`src/rtl/vga_define.sv`:
```
// Shared definitions for the VGA framebuffer fetch engine:
// FSM states, AXI4 burst constants and the 4 KB page size.
package vga_define;

   typedef enum logic [1:0] {
      ST_IDLE,
      ST_REQ,
      ST_ADDR,
      ST_DATA
   } state_e;

   localparam logic [2:0] AXI_SIZE_4B    = 3'b010;
   localparam logic [1:0] AXI_BURST_INCR = 2'b01;
   localparam int unsigned PAGE_BYTES    = 4096;

endpackage

```
`src/rtl/vga_burst_calc.sv`:
```
// Burst sizing: min(BURST_LEN, remaining words, words left in the
// current 4 KB page) so that no burst crosses a page boundary.
module vga_burst_calc
   import vga_define::*;
#(
   parameter int BURST_LEN = 16
) (
   input  logic [31:0] addr_i,
   input  logic [31:0] remain_i,
   output logic [8:0]  beats_o
);

   logic [31:0] page_left;
   logic [31:0] lim;
   logic        unused_sig;

   always_comb begin
      page_left = (32'(PAGE_BYTES) - {20'd0, addr_i[11:0]}) >> 2;
      lim = 32'(BURST_LEN);
      if (remain_i < lim) lim = remain_i;
      if (page_left < lim) lim = page_left;
   end

   assign beats_o    = lim[8:0];
   assign unused_sig = ^{addr_i[31:12], lim[31:9]};

endmodule

```
`src/rtl/vga_fb_fetch.sv`:
```
// VGA framebuffer fetch: walks the framebuffer in AXI4 INCR bursts.
// Define VGA_FETCH_ERR_EN to enable the sticky read-error flag err_o.
module vga_fb_fetch
   import vga_define::*;
#(
   parameter int BURST_LEN = 16,
   parameter int FIFO_AW   = 6
) (
   input  logic               clk_i,
   input  logic               rst_i,
   input  logic               en_i,
   input  logic               frame_start_i,
   input  logic [31:0]        fbstart_i,
   input  logic [31:0]        fbsize_i,
   input  logic [FIFO_AW:0]   fifo_free_i,
   output logic [31:0]        araddr_o,
   output logic [7:0]         arlen_o,
   output logic [2:0]         arsize_o,
   output logic [1:0]         arburst_o,
   output logic               arvalid_o,
   input  logic               arready_i,
   input  logic [31:0]        rdata_i,
   input  logic [1:0]         rresp_i,
   input  logic               rlast_i,
   input  logic               rvalid_i,
   output logic               rready_o,
   output logic               pix_wr_o,
   output logic [31:0]        pix_data_o,
   output logic               busy_o,
   output logic               err_o
);

   state_e      state_q, state_d;
   logic [31:0] addr_q, addr_d;
   logic [31:0] remain_q, remain_d;
   logic [8:0]  beats_q, beats_d;
   logic [31:0] araddr_q, araddr_d;
   logic [7:0]  arlen_q, arlen_d;
   logic [2:0]  arsize_q, arsize_d;
   logic [1:0]  arburst_q, arburst_d;
   logic        arvalid_q, arvalid_d;

   logic [8:0]  beats_c;
   logic [8:0]  len_m1;
   logic        fifo_ok;
   logic        frame_acc;
   logic        unused_sig;

   vga_burst_calc #(
      .BURST_LEN (BURST_LEN)
   ) u_calc (
      .addr_i   (addr_q),
      .remain_i (remain_q),
      .beats_o  (beats_c)
   );

   assign len_m1    = beats_c - 9'd1;
   assign fifo_ok   = 32'(fifo_free_i) >= {23'd0, beats_c};
   assign frame_acc = (state_q == ST_IDLE) && frame_start_i
                      && en_i && (fbsize_i != 32'd0);

   always_comb begin
      state_d   = state_q;
      addr_d    = addr_q;
      remain_d  = remain_q;
      beats_d   = beats_q;
      araddr_d  = araddr_q;
      arlen_d   = arlen_q;
      arsize_d  = arsize_q;
      arburst_d = arburst_q;
      arvalid_d = arvalid_q;
      unique case (state_q)
         ST_IDLE: begin
            if (frame_acc) begin
               addr_d   = fbstart_i;
               remain_d = fbsize_i;
               state_d  = ST_REQ;
            end
         end
         ST_REQ: begin
            if (!en_i) begin
               state_d = ST_IDLE;
            end else if (fifo_ok) begin
               araddr_d  = addr_q;
               arlen_d   = len_m1[7:0];
               arsize_d  = AXI_SIZE_4B;
               arburst_d = AXI_BURST_INCR;
               arvalid_d = 1'b1;
               beats_d   = beats_c;
               state_d   = ST_ADDR;
            end
         end
         ST_ADDR: begin
            if (arready_i) begin
               arvalid_d = 1'b0;
               state_d   = ST_DATA;
            end
         end
         ST_DATA: begin
            if (rvalid_i && rlast_i) begin
               addr_d   = addr_q + {21'd0, beats_q, 2'b00};
               remain_d = remain_q - {23'd0, beats_q};
               // a dropped enable is honoured only at a burst boundary
               if (remain_d == 32'd0 || !en_i) state_d = ST_IDLE;
               else state_d = ST_REQ;
            end
         end
         default: state_d = ST_IDLE;
      endcase
   end

   always_ff @(posedge clk_i) begin
      if (rst_i) begin
         state_q   <= ST_IDLE;
         addr_q    <= '0;
         remain_q  <= '0;
         beats_q   <= '0;
         araddr_q  <= '0;
         arlen_q   <= '0;
         arsize_q  <= '0;
         arburst_q <= '0;
         arvalid_q <= 1'b0;
      end else begin
         state_q   <= state_d;
         addr_q    <= addr_d;
         remain_q  <= remain_d;
         beats_q   <= beats_d;
         araddr_q  <= araddr_d;
         arlen_q   <= arlen_d;
         arsize_q  <= arsize_d;
         arburst_q <= arburst_d;
         arvalid_q <= arvalid_d;
      end
   end

   assign araddr_o   = araddr_q;
   assign arlen_o    = arlen_q;
   assign arsize_o   = arsize_q;
   assign arburst_o  = arburst_q;
   assign arvalid_o  = arvalid_q;
   assign busy_o     = state_q != ST_IDLE;
   assign rready_o   = state_q == ST_DATA;
   assign pix_wr_o   = rready_o && rvalid_i;
   assign pix_data_o = pix_wr_o ? rdata_i : 32'd0;

`ifdef VGA_FETCH_ERR_EN
   logic err_q, err_d;

   always_comb begin
      err_d = err_q;
      if (frame_acc) err_d = 1'b0;
      if (pix_wr_o && rresp_i[1]) err_d = 1'b1;
   end

   always_ff @(posedge clk_i) begin
      if (rst_i) err_q <= 1'b0;
      else err_q <= err_d;
   end

   assign err_o = err_q;
`else
   assign err_o = 1'b0;
`endif

   assign unused_sig = ^{rresp_i, len_m1[8]};

endmodule

```
`config.mk`:
```
export PLATFORM = sky130hd
export DESIGN_NAME = vga_fb_fetch
export DESIGN_NICKNAME = d
export VERILOG_FILES = /design/src/rtl/vga_define.sv /design/src/rtl/vga_burst_calc.sv /design/src/rtl/vga_fb_fetch.sv
export SDC_FILE = /design/constraint.sdc
export NUM_CORES = 1
export LEC_CHECK = 0
export ABC_CLOCK_PERIOD_IN_PS = 6950
export BUFFER_PORTS_ARGS = -buffer_cell sky130_fd_sc_hd__buf_2
export CORE_MARGIN = 2
export CORE_UTILIZATION = 30
export CTS_CLUSTER_DIAMETER = 50
export DETAILED_ROUTE_END_ITERATION = 6
export PLACE_DENSITY = 0.5
export SYNTH_ARGS = -nofsm -noshare
export SYNTH_HDL_FRONTEND = slang
export SYNTH_SLANG_ARGS = --single-unit
```
`constraint.sdc`:
```
create_clock -name clk_i -period 6.95 [get_ports clk_i]
set_input_delay 0 -clock clk_i [delete_from_list [all_inputs] [get_ports clk_i]]
set_output_delay 0 -clock clk_i [all_outputs]
set_load 0.03 [all_outputs]
```
==> results.py <==
metrics = {
    "outcome": {
        "run_status": "completed",
    },
    "worst_setup_path": {
        "start_kind": "flop",
        "worstPathArrival_ns": 6.44,
        "end_kind": "flop",
        "path_class": "reg2reg",
        "reg2reg_slack_ns": 0.81,
        "critPathMaxFanout": 54,
        "required_ns": 7.25,
    },
    "finish": {
        "layout_commonest_cell": "buf_2",
        "nets": 1359,
        "register_area_um2": 2342,
        "syn_to_final_growth_pct": 29.66,
        "layout_common_cells": "buf_2 (186), nor2_1 (143), dfxtp_1 (117)",
        "multi_input_area_um2": 4951,
        "final_layout_size_suffix_gt1_share_pct": 20.20,
        "fin_cells": 1554,
        "stdcell_area_um2": 9972,
        "fillers": 2601,
    },
    "place": {
        "dp.cells": 1466,
        "gp_congestion": 0.8774,
        "dp.final_hpwl_mm": 18.68,
        "numPortBuffers": 187,
        "place_area_um2": 8833,
    },
    "synth": {
        "synth_edf_count": 0,
        "synthCells": 1000,
        "synth_xor_area_share_pct": 2.961,
        "yosysWarnings": 0,
        "synthAdderAreaFrac_pct": 6.214,
        "yosysUniqueCellTypes": 69,
        "netlist_area_um2": 7691,
        "async_reset_ff_share_pct": 0,
        "synth_seq_area_share_pct": 30.45,
        "synth-simple-area-share_pct": 24.22,
        "synth_compound_area_share_pct": 24.50,
        "yosys_register_bits": 117,
        "synth_mux_area_share_pct": 5.905,
        "synth_top_family_by_area": "compound AO/OA/AOI/OAI gates",
        "synth_area_per_cell_um2": 7.691,
        "synth_ff_type": "dfxtp_1",
    },
    "job": {
        "cap_viol_max_count": 0,
    },
    "drt": {
        "num_vias": 8030,
        "drt-initial-drc-count": 503,
        "routed_wl_mm": 25.75,
        "drcViolationCount": 0,
        "wl_per_cell_um": 16.57,
        "drt.antenna.violating_nets": 0,
        "drtPass1Iterations": 5,
        "via_per_inst": 5.167,
    },
    "grt": {
        "overflow": 0,
        "grt_pass1_vias": 7425,
        "antenna_found_initial": 1,
        "grt_pass1_wl_mm": 40.19,
        "grt_util_all_layers_pct": 19.03,
        "grt_max_degree": 78,
    },
    "sta": {
        "skew_ns": 0.01017,
        "min_period_over_period_pct": 88.33,
        "slew_headroom_pct": 28.16,
        "setup_tns_ns": 0,
        "hold_viol": 0,
        "whs_ns": 0.01097,
        "tightest_slew_ns": 1.078,
        "setup_viol": 0,
        "rsz0062_at_grt": "false",
        "fmax_ghz": 0.1629,
        "slew_violations": 0,
        "period_needed_ns": 6.139,
    },
    "floorplanning": {
        "die_w_um": 164.1,
        "fp-row-count": 58,
        "ios": 194,
        "start_util_pct": 30.54,
        "core_area_um2": 25180,
        "die-height_um": 164.1,
        "die_area_um2": 26930,
    },
    "clock_tree": {
        "clock_sinks": 117,
        "cts_tree": "yes",
        "htree_levels": 4,
        "clock_latency_ns": 0.43,
        "cts_setup_buffers": 0,
        "clockRootBuffer": "clkbuf_16",
        "clock_path_buffers": 2,
        "path_clk_slew_ns": 0.06,
        "cts_made_buffers": 17,
        "postCtsResizedCells": 0,
        "postCtsHoldBufs": 55,
    },
    "power": {
        "peakVddDrop_uv": 117.2,
        "p_per_area_nw_per_um2": 239.3,
        "p_leak_nw": 4.134,
        "power.total_mw": 2.386,
    },
    "worst_hold_path": {
        "min_path_type": "in2reg",
    },
}
[report_power, final]
group	internal (mW)	switching, mW
registers	0.711	0.0528
logic	0.289	0.437
clock network	0.510	0.386
[layout make-up]
| class | count | area share (%) |
|---|---|---|
| Inverter | 33 | 1.242 |
| Timing Repair Buffer | 249 | 15.58 |
| Clock inverter | 15 | 1.606 |
| Antenna cell | 1 | 0.02509 |
| Clock buffer | 17 | 4.266 |
| Sequential cell | 117 | 23.49 |
| Multi-Input combinational cell | 792 | 49.65 |
| Tap cell | 330 | 4.141 |
[critical path: stages (launching register included)]
cell and delay (ns):
dfxtp_1 0.40, or4_1 0.57, nor4_1 0.40, and4bb_1 0.57, nand2_1 0.18, ha_1 0.34
a2111oi_2 0.59, nand4_1 0.24, nand2_1 0.39, mux2i_1 0.50, ha_1 0.33, a21oi_1 0.22
nand2b_1 0.08, a21oi_1 0.16, nand2_1 0.08, a22oi_1 0.26, a2111oi_4 0.11, buf_12 0.24
nand2_1 0.21, o22ai_1 0.12
[registers in the layout (all words and copies together) (netlist names), named ones only]
name and cells:
addr_q 32, araddr_o 32, arlen_o 8, arsize_o 1, arvalid_o 1, beats_q 9
remain_q 32, state_q 1
[final timing paths]
path | start | end | depth (start not counted)
max | remain_q[24] | arlen_o[4] | 19
min | fbsize_i[23] | remain_q[23] | 4
max reg2reg | remain_q[24] | arlen_o[4] | 19
min reg2reg | arlen_o[7] | arlen_o[7] | 2
[through the flow]
stage,setup slack (ns),util (%)
floorplan,1.915,-
global placement,0.9770,35.08
detailed placement,0.9197,35.08
CTS,0.8896,39.59
global route,0.2275,39.60
finish,0.8109,39.60
[metal layers]
| layer | vias to the layer above | track usage [%] | part of all wire (%) |
|---|---|---|---|
| met2 | 277 | 30.77 | 46 |
| met1 | 3684 | 25.88 | 46 |
| met3 | 28 | 3.359 | 5.5 |
| met5 | - | 0 | 0 |
| li1 | 4041 | - | - |
| met4 | 0 | 5.502 | 1.9 |
[synth_stat cells, types with 17 or more instances]
cell,instances,area (um^2)
clkbuf_1,51,191.4
nor3_1,35,175.2
ha_1,35,437.9
inv_1,32,120.1
a21oi_1,74,370.4
nand3_1,21,105.1
and2_1,41,256.5
o21ai_0,48,240.2
nor2_1,143,536.8
mux2i_1,42,420.4
dfxtp_1,117,2342
a211oi_1,38,285.3
xnor2_1,17,148.9
nand2_1,84,315.3
[kinds of logic after synthesis]
logic type	after synthesis
fa+ha+maj	37
simple gates	394
flops	117
xor+xnor	26
buf+inv	99
mux	45
compound gates	280
other cells	2
(Power assumes the default switching activity.)
